**config.mk**
```make
export PLATFORM = sky130hd
export DESIGN_NAME = multicycle_control
export DESIGN_NICKNAME = d
export VERILOG_FILES = /design/src/rtl/multicycle_control_pkg.sv /design/src/rtl/multicycle_control_opcode_class_decoder.sv /design/src/rtl/multicycle_control.sv
export SDC_FILE = /design/constraint.sdc
export NUM_CORES = 1
export LEC_CHECK = 0
export BUFFER_PORTS_ARGS = -buffer_cell sky130_fd_sc_hd__buf_2
export CAP_MARGIN = 20
export CORE_UTILIZATION = 49
export DETAILED_ROUTE_END_ITERATION = 8
export PLACE_DENSITY = 0.76
export SLEW_MARGIN = 25
export SYNTH_ARGS = -nofsm -noshare
export SYNTH_HDL_FRONTEND = slang
export SYNTH_SLANG_ARGS = --single-unit
```
**constraint.sdc**
```tcl
create_clock -name clk -period 2 [get_ports clk]
set_input_delay 0.2 -clock clk [delete_from_list [all_inputs] [get_ports clk]]
set_output_delay 0.2 -clock clk [all_outputs]
set_load 0.05 [all_outputs]
```
**src/rtl/multicycle_control_pkg.sv**
```systemverilog
// Shared types for the multi-cycle RV32I control FSM.
// MULTICYCLE_CONTROL_ILLEGAL_TRAP_EN adds the TRAP state.
package multicycle_control_pkg;

  localparam logic [6:0] OP_R      = 7'b0110011;
  localparam logic [6:0] OP_IALU   = 7'b0010011;
  localparam logic [6:0] OP_LOAD   = 7'b0000011;
  localparam logic [6:0] OP_STORE  = 7'b0100011;
  localparam logic [6:0] OP_BRANCH = 7'b1100011;

  localparam logic [1:0] ALU_ADD   = 2'd0;
  localparam logic [1:0] ALU_SUB   = 2'd1;
  localparam logic [1:0] ALU_FUNCT = 2'd2;

  typedef enum logic [2:0] {
    IDLE,
    FETCH,
    DECODE,
    EXEC,
    MEM,
    WB
`ifdef MULTICYCLE_CONTROL_ILLEGAL_TRAP_EN
    , TRAP
`endif
  } state_t;

  typedef enum logic [2:0] {
    NOP,
    R,
    IALU,
    LOAD,
    STORE,
    BRANCH,
    ILLEGAL
  } class_t;

endpackage

```
**src/rtl/multicycle_control_opcode_class_decoder.sv**
```systemverilog
// Combinational opcode -> instruction class lookup.
// Anything outside the five supported classes is ILLEGAL.
module opcode_class_decoder
  import multicycle_control_pkg::*;
(
  input  logic [6:0] opcode,
  output class_t     cls
);

  always_comb begin
    cls = ILLEGAL;
    unique case (1'b1)
      (opcode == OP_R):      cls = R;
      (opcode == OP_IALU):   cls = IALU;
      (opcode == OP_LOAD):   cls = LOAD;
      (opcode == OP_STORE):  cls = STORE;
      (opcode == OP_BRANCH): cls = BRANCH;
      default:               cls = ILLEGAL;
    endcase
  end

endmodule

```
**src/rtl/multicycle_control.sv**
```systemverilog
// Multi-cycle FETCH/DECODE/EXEC/MEM/WB control with memory timeout.
// MULTICYCLE_CONTROL_ILLEGAL_TRAP_EN: illegal opcodes trap.
module multicycle_control
  import multicycle_control_pkg::*;
#(
  parameter int MEM_TIMEOUT = 16,
  parameter int CNT_W       = 32
) (
  input  logic             clk,
  input  logic             rst_n,
  input  logic             en,
  input  logic [6:0]       opcode,
  input  logic             imem_ready,
  input  logic             dmem_ready,
  output logic             imem_req,
  output logic             ir_write,
  output logic             pc_write,
  output logic             branch,
  output logic             alu_src,
  output logic [1:0]       alu_op,
  output logic             mem_read,
  output logic             mem_write,
  output logic             reg_write,
  output logic             mem_to_reg,
  output logic             timeout_err,
  output logic             trap,
  output logic [CNT_W-1:0] retire_cnt
);

  localparam logic [7:0] TO_LAST = 8'(MEM_TIMEOUT - 1);

  state_t     state;
  state_t     state_nx;
  class_t     cls;
  class_t     cls_dec;
  logic [7:0] to_cnt;
  logic       retire;
  logic       waiting;
  logic       ready;
  logic       to_hit;

  opcode_class_decoder u_dec (
    .opcode (opcode),
    .cls    (cls_dec)
  );

  assign waiting = (state == FETCH) || (state == MEM);
  assign ready   = (state == FETCH) ? imem_ready : dmem_ready;
  // Ready on the last allowed cycle still wins.
  assign to_hit  = waiting && !ready && (to_cnt == TO_LAST);

`ifdef MULTICYCLE_CONTROL_ILLEGAL_TRAP_EN
  assign trap = (state == TRAP);
`else
  assign trap = 1'b0;
`endif

  always_comb begin
    state_nx   = state;
    retire     = 1'b0;
    imem_req   = 1'b0;
    ir_write   = 1'b0;
    pc_write   = 1'b0;
    branch     = 1'b0;
    alu_src    = 1'b0;
    alu_op     = ALU_ADD;
    mem_read   = 1'b0;
    mem_write  = 1'b0;
    reg_write  = 1'b0;
    mem_to_reg = 1'b0;
    unique case (state)
      IDLE: begin
        if (en) state_nx = FETCH;
      end
      FETCH: begin
        imem_req = 1'b1;
        if (imem_ready) begin
          ir_write = 1'b1;
          pc_write = 1'b1;
          state_nx = DECODE;
        end else if (to_hit) begin
          state_nx = IDLE;
        end
      end
      DECODE: begin
        if (cls_dec != ILLEGAL) state_nx = EXEC;
`ifdef MULTICYCLE_CONTROL_ILLEGAL_TRAP_EN
        else state_nx = TRAP;
`else
        else state_nx = FETCH;
`endif
      end
      EXEC: begin
        unique case (cls)
          R: begin
            alu_op   = ALU_FUNCT;
            state_nx = WB;
          end
          IALU: begin
            alu_src  = 1'b1;
            alu_op   = ALU_FUNCT;
            state_nx = WB;
          end
          LOAD, STORE: begin
            alu_src  = 1'b1;
            state_nx = MEM;
          end
          BRANCH: begin
            alu_op   = ALU_SUB;
            branch   = 1'b1;
            retire   = 1'b1;
            state_nx = en ? FETCH : IDLE;
          end
          default: state_nx = FETCH;
        endcase
      end
      MEM: begin
        alu_src   = 1'b1;
        mem_read  = (cls == LOAD);
        mem_write = (cls == STORE);
        if (dmem_ready) begin
          if (cls == LOAD) begin
            state_nx = WB;
          end else begin
            retire   = 1'b1;
            state_nx = en ? FETCH : IDLE;
          end
        end else if (to_hit) begin
          state_nx = IDLE;
        end
      end
      WB: begin
        reg_write  = 1'b1;
        mem_to_reg = (cls == LOAD);
        retire     = 1'b1;
        state_nx   = en ? FETCH : IDLE;
      end
      default: state_nx = state;
    endcase
  end

  always_ff @(posedge clk) begin
    if (!rst_n) begin
      state       <= IDLE;
      cls         <= NOP;
      to_cnt      <= '0;
      timeout_err <= 1'b0;
      retire_cnt  <= '0;
    end else begin
      state <= state_nx;
      if (state == DECODE)
        cls <= (cls_dec == ILLEGAL) ? NOP : cls_dec;
      // Leaving a wait state always passes through zero.
      if (waiting && !ready) to_cnt <= to_cnt + 8'd1;
      else                   to_cnt <= '0;
      if (to_hit) timeout_err <= 1'b1;
      if (retire) retire_cnt <= retire_cnt + CNT_W'(1);
    end
  end

endmodule

```
==> results of run 1 <==
## placed cells by master (no fill, tap or decap), types with 4 or more instances in the layout
cell type / netlist / routed
inv_1: 9 / 7
buf_4: 3 / 30
clkbuf_8: 0 / 5
dfxtp_4: 0 / 5
ha_1: 4 / 4
nor2_1: 39 / 39
dfxtp_1: 47 / 21
o31ai_1: 7 / 7
nor3_1: 6 / 6
o211ai_1: 5 / 5
buf_2: 3 / 53
and2_1: 5 / 4
nand4_1: 8 / 8
nand2b_1: 4 / 4
a21oi_1: 22 / 22
xor2_1: 9 / 9
a211oi_1: 4 / 4
o21ai_0: 14 / 13
or3_1: 9 / 9
nand3_1: 14 / 14
xnor2_1: 14 / 14
dfxtp_2: 0 / 21
or4_1: 7 / 7
nand2_1: 22 / 22
## power by group through the flow
| stage | Combinational (uW) | Sequential, uW | Clock, uW |
|---|---|---|---|
| 2_1_floorplan | 70.9 | 955 | 0 |
| 3_3_place_gp | 103 | 956 | 0 |
| 3_5_place_dp | 105 | 956 | 0 |
| 4_1_cts | 107 | 934 | 730 |
| 5_1_grt | 120 | 935 | 760 |
| 6_report | 111 | 934 | 713 |
## worst max path at each step
| stage | depth (start not counted) | to | slack, ps | from |
|---|---|---|---|---|
| 3_3_place_gp | 6 | retire_cnt[21]$_SDFFE_PN0P_ | 70 | state[2]$_SDFFE_PN0P_ |
| 4_1_cts | 5 | pc_write | -8 | state[2]$_SDFFE_PN0P_ |
| 2_1_floorplan | 5 | pc_write | -130 | state[0]$_SDFFE_PN0P_ |
| 6_report | 6 | retire_cnt[17]$_SDFFE_PN0P_ | 70 | state[2]$_SDFFE_PN0P_ |
| 5_1_grt | 6 | retire_cnt[17]$_SDFFE_PN0P_ | -20 | state[2]$_SDFFE_PN0P_ |
| 3_5_place_dp | 6 | retire_cnt[23]$_SDFFE_PN0P_ | -20 | state[2]$_SDFFE_PN0P_ |
## worst min-delay path: stages
cell     delay (ps)
buf_2           150
o21ai_0          80
a31oi_1          40
## sequential cells by signal, summed over array words and instances (netlist names)
signal	count
timeout_err	1
retire_cnt	32
state	3
to_cnt	8
cls	3
## per-layer routing
layer	track usage [%]	share of wire, %	up-vias
met5	0	0	-
li1	-	-	1258
met1	30.2	47	1180
met4	5.77	0.71	0
met2	37.2	47	70
met3	4.53	4.9	4
## per-stage QoR
step	util (%)	cells	hold WS, ps	setup TNS (ps)
after floorplan	-	308	338	-127
after global placement	63.4	443	430	0
after detailed placement	63.4	443	454	-19.3
after CTS	65.9	451	216	-15.5
after global routing	66.8	453	229	-16.6
final	66.8	453	217	0
## area by class of cell
| class | instances | area [sq um] |
|---|---|---|
| tap | 67 | 83.8 |
| clock inverter | 3 | 45.0 |
| multi-input combinational | 236 | 1500 |
| clock buffer | 5 | 68.8 |
| sequential | 47 | 986 |
| inverter | 10 | 45.0 |
| fill | 412 | 1610 |
| timing repair buffer | 85 | 513 |
## cells by family (layout without fill, tap and decap cells)
kind of cell | count (synthesis) | after routing | share of synthesized area, %
buffers and inverters | 25 | 103 | 5.18
flip-flops | 47 | 47 | 37.1
adder cells (fa/ha/maj) | 4 | 4 | 1.97
XOR/XNOR | 23 | 23 | 7.95
AND/OR/NAND/NOR | 136 | 136 | 28.5
AO/OA/AOI/OAI | 70 | 70 | 18.4
other | 1 | 1 | 0.148
multiplexers | 2 | 2 | 0.790
## repair_timing
action,4_1_cts,5_1_grt
pin swaps,0,2
cloned,0,0
resized for setup,3,8
setup endpoints to repair,7,13
buffers inserted,0,2
==> flow_summary.json, run 1 <==
{
  "status": "complete, no violations",
  "postSynthNetCount": 324,
  "cts.reportedPaths.clkPinSlew_ps": 100,
  "timing.final.hold_violations": 0,
  "timing.critical_path.arrival_ps": 2160,
  "postRouteAntennaNets": 0,
  "power-per-cell-area_nw_per_um2": 543,
  "tightestPinTransition_ps": 551,
  "placement.io_buffers": 55,
  "netlist.area_leader.share_pct": 37.1,
  "rr_startpoint": "state[2]$_SDFFE_PN0P_",
  "root_buffer": "clkbuf_8",
  "final_max_slew_viol_count": 0,
  "synth_ff_type": "dfxtp_1",
  "static_leakage_uw": 0.00128,
  "worstPathMaxFanout": 6,
  "grt_max_degree": 22,
  "numCtsBuffers": 5,
  "drt-vias-per-instance": 5.55,
  "post_synth_instance_area_sq_um": 2530,
  "wl_um": 5910,
  "clock_tree.buffer_depth": 2,
  "critPathSlowestCell": "a2111o_1",
  "dieHeight_um": 73.9,
  "detailed_place.area_sq_um": 3070,
  "antennaDiodeCount": 0,
  "cts_tree": "yes",
  "ys_warn_count": 0,
  "reg2reg_setup_slack_ps": 70,
  "netlist_top_cells_area": "dfxtp_1, nor2_1, xnor2_1",
  "clockPowerShare_pct": 40.6,
  "dpl.hpwl_um": 4420,
  "antenna_found_initial": 0,
  "start_util_pct": 52.3,
  "irDropWorstVdd_uv": 316,
  "drt_first_pass_iters": 4,
  "cell_internal_pwr_uw": 1350,
  "grt_overflow": 0,
  "yosysMostFrequentCell": "dfxtp_1",
  "skew_ps": 11.9,
  "pwr-share-seq_pct": 53.1,
  "post_drt_wl_per_cell_um": 13.0,
  "comb_power_share_pct": 6.3,
  "worstPathBufferInverterCount": 1,
  "finalSetupViolCount": 0,
  "floorplan.core_area_sq_um": 4850,
  "report.power.total_uw": 1760,
  "ys_seq_elements": 47,
  "cts.hold.buffers_added": 0,
  "reg2reg_depth": 6,
  "dr.first_iter.drc_count": 121,
  "synthToLayoutAreaGrowth_pct": 27.8,
  "net_switching_uw": 408,
  "core.rowCount": 25,
  "worst_hold_path.endpoint": "state[0]$_SDFFE_PN0P_",
  "synth.largest_area_cell": "dfxtp_1",
  "fin_crit_ps": 1930,
  "grt_first_pass_wirelength_um": 9720,
  "cp_slowest_stage_delay_ps": 510,
  "ys_types": 50,
  "synth_commonest_cells": "dfxtp_1, nor2_1, a21oi_1, nand2_1",
  "finalCritPeriodShare_pct": 96.3,
  "synth.avg_cell_area_sq_um": 8.23,
  "worstSkewPairLatency_ps": 310,
  "final_critical_path_setup_slack_ps": 74.9,
  "worstHoldPathType": "in2reg",
  "synthCells": 308,
  "cp_top_family": "simple AND/OR/NAND/NOR gates",
  "post-route-cell-area_sq_um": 3240,
  "layout-drive-gt1-share_pct": 34.7,
  "rsz_0062_raised_after_global_routing": "yes",
  "crit_type": "reg2reg",
  "design.final.nets": 401,
  "synth-seq-area-share_pct": 37.1,
  "die_w_um": 73.9,
  "synth_enable_flop_cells": 0,
  "timing.critical_path.cells": "and3b_2 -> nand3_4 -> a2111o_1 -> buf_6 -> or3_1 -> a21oi_1",
  "worstReg2RegEnd": "retire_cnt[17]$_SDFFE_PN0P_",
  "cp_endpoint_kind": "register",
  "max_slew_margin_pct": 62.3,
  "power_switching_share_pct": 23.2,
  "place_worst_setup_slack_ps": -16.4,
  "worst_hold_path.num_cells": 3,
  "tritoncts_num_sinks": 47,
  "finalWeightedCongestion": 0.870,
  "max_cap_viol_count": 0,
  "via_count": 2512,
  "drc": 0,
  "first_global_vias": 2232,
  "grt_usage_pct": 22.6,
  "hold_wc_startpoint": "rst_n",
  "worstPathRequired_ps": 2240,
  "fmaxAchievable_mhz": 519,
  "design.portCount": 57,
  "critPathLaunchType": "register",
  "htreeDepth": 2,
  "synthArstFlopShare_pct": 0,
  "dieArea_sq_um": 5460
}
Power figures use the tool's default switching activity.
==> run 2, diff against run 1 <==
--- a/config.mk
+++ b/config.mk
@@ -9,7 +9,9 @@
 export CAP_MARGIN = 20
 export CORE_UTILIZATION = 49
 export DETAILED_ROUTE_END_ITERATION = 8
+export MAX_ROUTING_LAYER = met4
 export PLACE_DENSITY = 0.76
+export RECOVER_POWER = 50
 export SLEW_MARGIN = 25
 export SYNTH_ARGS = -nofsm -noshare
 export SYNTH_HDL_FRONTEND = slang
==> run 2 against run 1 <==
Net effect: final cell count did not move; setup slack improved by 1.5 ps; utilization is 0.39 points lower; global-route usage is 0.69 points higher; highest routed layer unchanged; count of clock-buffer cells in the layout stayed put; cell area is 0.58% lower; wire length rose by 0.61%; worst hold slack barely moved; largest power group unchanged.
==> flow_summary.json, run 2 (synthesis results as in run 1) <==
{
  "grt_max_degree": 22,
  "layout-drive-gt1-share_pct": 30.8,
  "root_buffer": "clkbuf_8",
  "cts_tree": "yes",
  "placement.io_buffers": 55,
  "worst_hold_path.num_cells": 3,
  "crit_type": "reg2reg",
  "power-per-cell-area_nw_per_um2": 546,
  "clockPowerShare_pct": 40.6,
  "comb_power_share_pct": 6.3,
  "grt_overflow": 0,
  "finalWeightedCongestion": 0.884,
  "reg2reg_depth": 6,
  "start_util_pct": 52.3,
  "dieHeight_um": 73.9,
  "status": "complete, no violations",
  "largest-register": "retire_cnt",
  "layoutNonFillerInstCount": 453,
  "worstPathMaxFanout": 6,
  "cell_internal_pwr_uw": 1350,
  "wl_um": 5950,
  "die_w_um": 73.9,
  "power_switching_share_pct": 23.2,
  "finalCritPeriodShare_pct": 96.2,
  "floorplan.core_area_sq_um": 4850,
  "numCtsBuffers": 5,
  "synthToLayoutAreaGrowth_pct": 27.1,
  "final_cell_mix": "nor2_1, buf_2, buf_4, nand2_1, a21oi_1",
  "tritoncts_num_sinks": 47,
  "net_switching_uw": 409,
  "critPathLaunchType": "register",
  "via_count": 2502,
  "dpl.hpwl_um": 4420,
  "drc": 0,
  "cp_endpoint_kind": "register",
  "grt_first_pass_wirelength_um": 9690,
  "final_common_cell": "nor2_1",
  "drt_first_pass_iters": 4,
  "fin_crit_ps": 1920,
  "design.final.nets": 401,
  "dr.first_iter.drc_count": 142,
  "first_global_vias": 2237,
  "top_regs": "retire_cnt: 32 flops, to_cnt: 8 flops",
  "skew_ps": 11.8,
  "max_cap_viol_count": 0,
  "worstHoldPathType": "in2reg",
  "timing.final.hold_violations": 0,
  "worstSkewPairLatency_ps": 310,
  "detailed_place.area_sq_um": 3070,
  "dieArea_sq_um": 5460,
  "design.portCount": 57,
  "placed_cells": 443,
  "tightestPinTransition_ps": 570,
  "pwr-share-seq_pct": 53.1,
  "static_leakage_uw": 0.00122,
  "cts.reportedPaths.clkPinSlew_ps": 100,
  "postRouteAntennaNets": 0,
  "core.rowCount": 25,
  "grt_usage_pct": 23.3,
  "irDropWorstVdd_uv": 316,
  "finalSetupViolCount": 0,
  "rsz_0062_raised_after_global_routing": "yes",
  "antennaDiodeCount": 0,
  "cts.hold.buffers_added": 0,
  "clock_tree.buffer_depth": 2,
  "fmaxAchievable_mhz": 520,
  "post-route-cell-area_sq_um": 3220,
  "final_max_slew_viol_count": 0,
  "largest_register_ff_count": 32,
  "drt-vias-per-instance": 5.52,
  "timing.critical_path.arrival_ps": 2160,
  "worstPathRequired_ps": 2240,
  "max_slew_margin_pct": 61.0,
  "antenna_found_initial": 0,
  "post_drt_wl_per_cell_um": 13.1,
  "report.power.total_uw": 1760,
  "htreeDepth": 2
}
run 2: cell count changes in the layout (fill, tap and decap cells not counted), sizes merged:
cell	before	now
buf	85	70
clkbuf	5	20
run 2: metrics by stage:
stage / utilization (%) / TNS (ps) / setup WS (ps) / hold WS, ps
4_1_cts: 65.9 / -15.5 / -7.86 / 216
5_1_grt: 66.5 / -16.6 / -16.6 / 229
6_report: 66.5 / 0 / 76.4 / 216
3_5_place_dp: 63.4 / -19.3 / -16.4 / 454
2_1_floorplan: - / -127 / -127 / 338
3_3_place_gp: 63.4 / 0 / 74.7 / 430
run 2: timing repair:
item                                   CTS  global route
buffers inserted                         0             2
resized for setup                        3             8
setup endpoints to repair                7            13
pin swaps                                0             2
endpoints found under the hold margin    0             0
gates cloned                             0             0
run 2: metal layers:
| layer | vias up | global-route usage, % | routed length (um) |
|---|---|---|---|
| met4 | 0 | 5.77 | 40 |
| met1 | 1165 | 30.1 | 2800 |
| met2 | 74 | 37.2 | 2820 |
| met3 | 4 | 4.53 | 293 |
| li1 | 1259 | - | - |
| met5 | - | - | 0 |
run 2: path summary, 6_finish.rpt:
path | startpoint | end | slack [ps]
worst max register to register | state[2]$_SDFFE_PN0P_ | retire_cnt[17]$_SDFFE_PN0P_ | 80
worst max-delay path | state[2]$_SDFFE_PN0P_ | retire_cnt[17]$_SDFFE_PN0P_ | 80
worst min register to register | to_cnt[0]$_SDFF_PN0_ | to_cnt[0]$_SDFF_PN0_ | 470
worst min-delay path | rst_n | state[0]$_SDFFE_PN0P_ | 220
run 2: power groups by stage:
stage / logic (uW) / registers (uW) / clock network (uW)
finish: 111 / 934 / 714
global route: 120 / 935 / 760
CTS: 107 / 934 / 730
detailed placement: 105 / 956 / 0
global placement: 103 / 956 / 0
floorplan: 70.9 / 955 / 0
run 2: layout make-up:
class | count | area (sq um)
inverters | 10 | 45.0
well taps | 67 | 83.8
flip-flops and latches | 47 | 986
clock buffers | 5 | 68.8
clock inverters | 3 | 45.0
multi-input cells | 236 | 1500
repair buffers | 85 | 494
fillers | 421 | 1630
run 2: worst max-delay path, stage by stage, from the launching register on:
cell and delay [ps]:
dfxtp_2 350, and3b_2 310, nand3_4 90, a2111o_1 510, buf_6 170, or3_1 300
a21oi_1 140
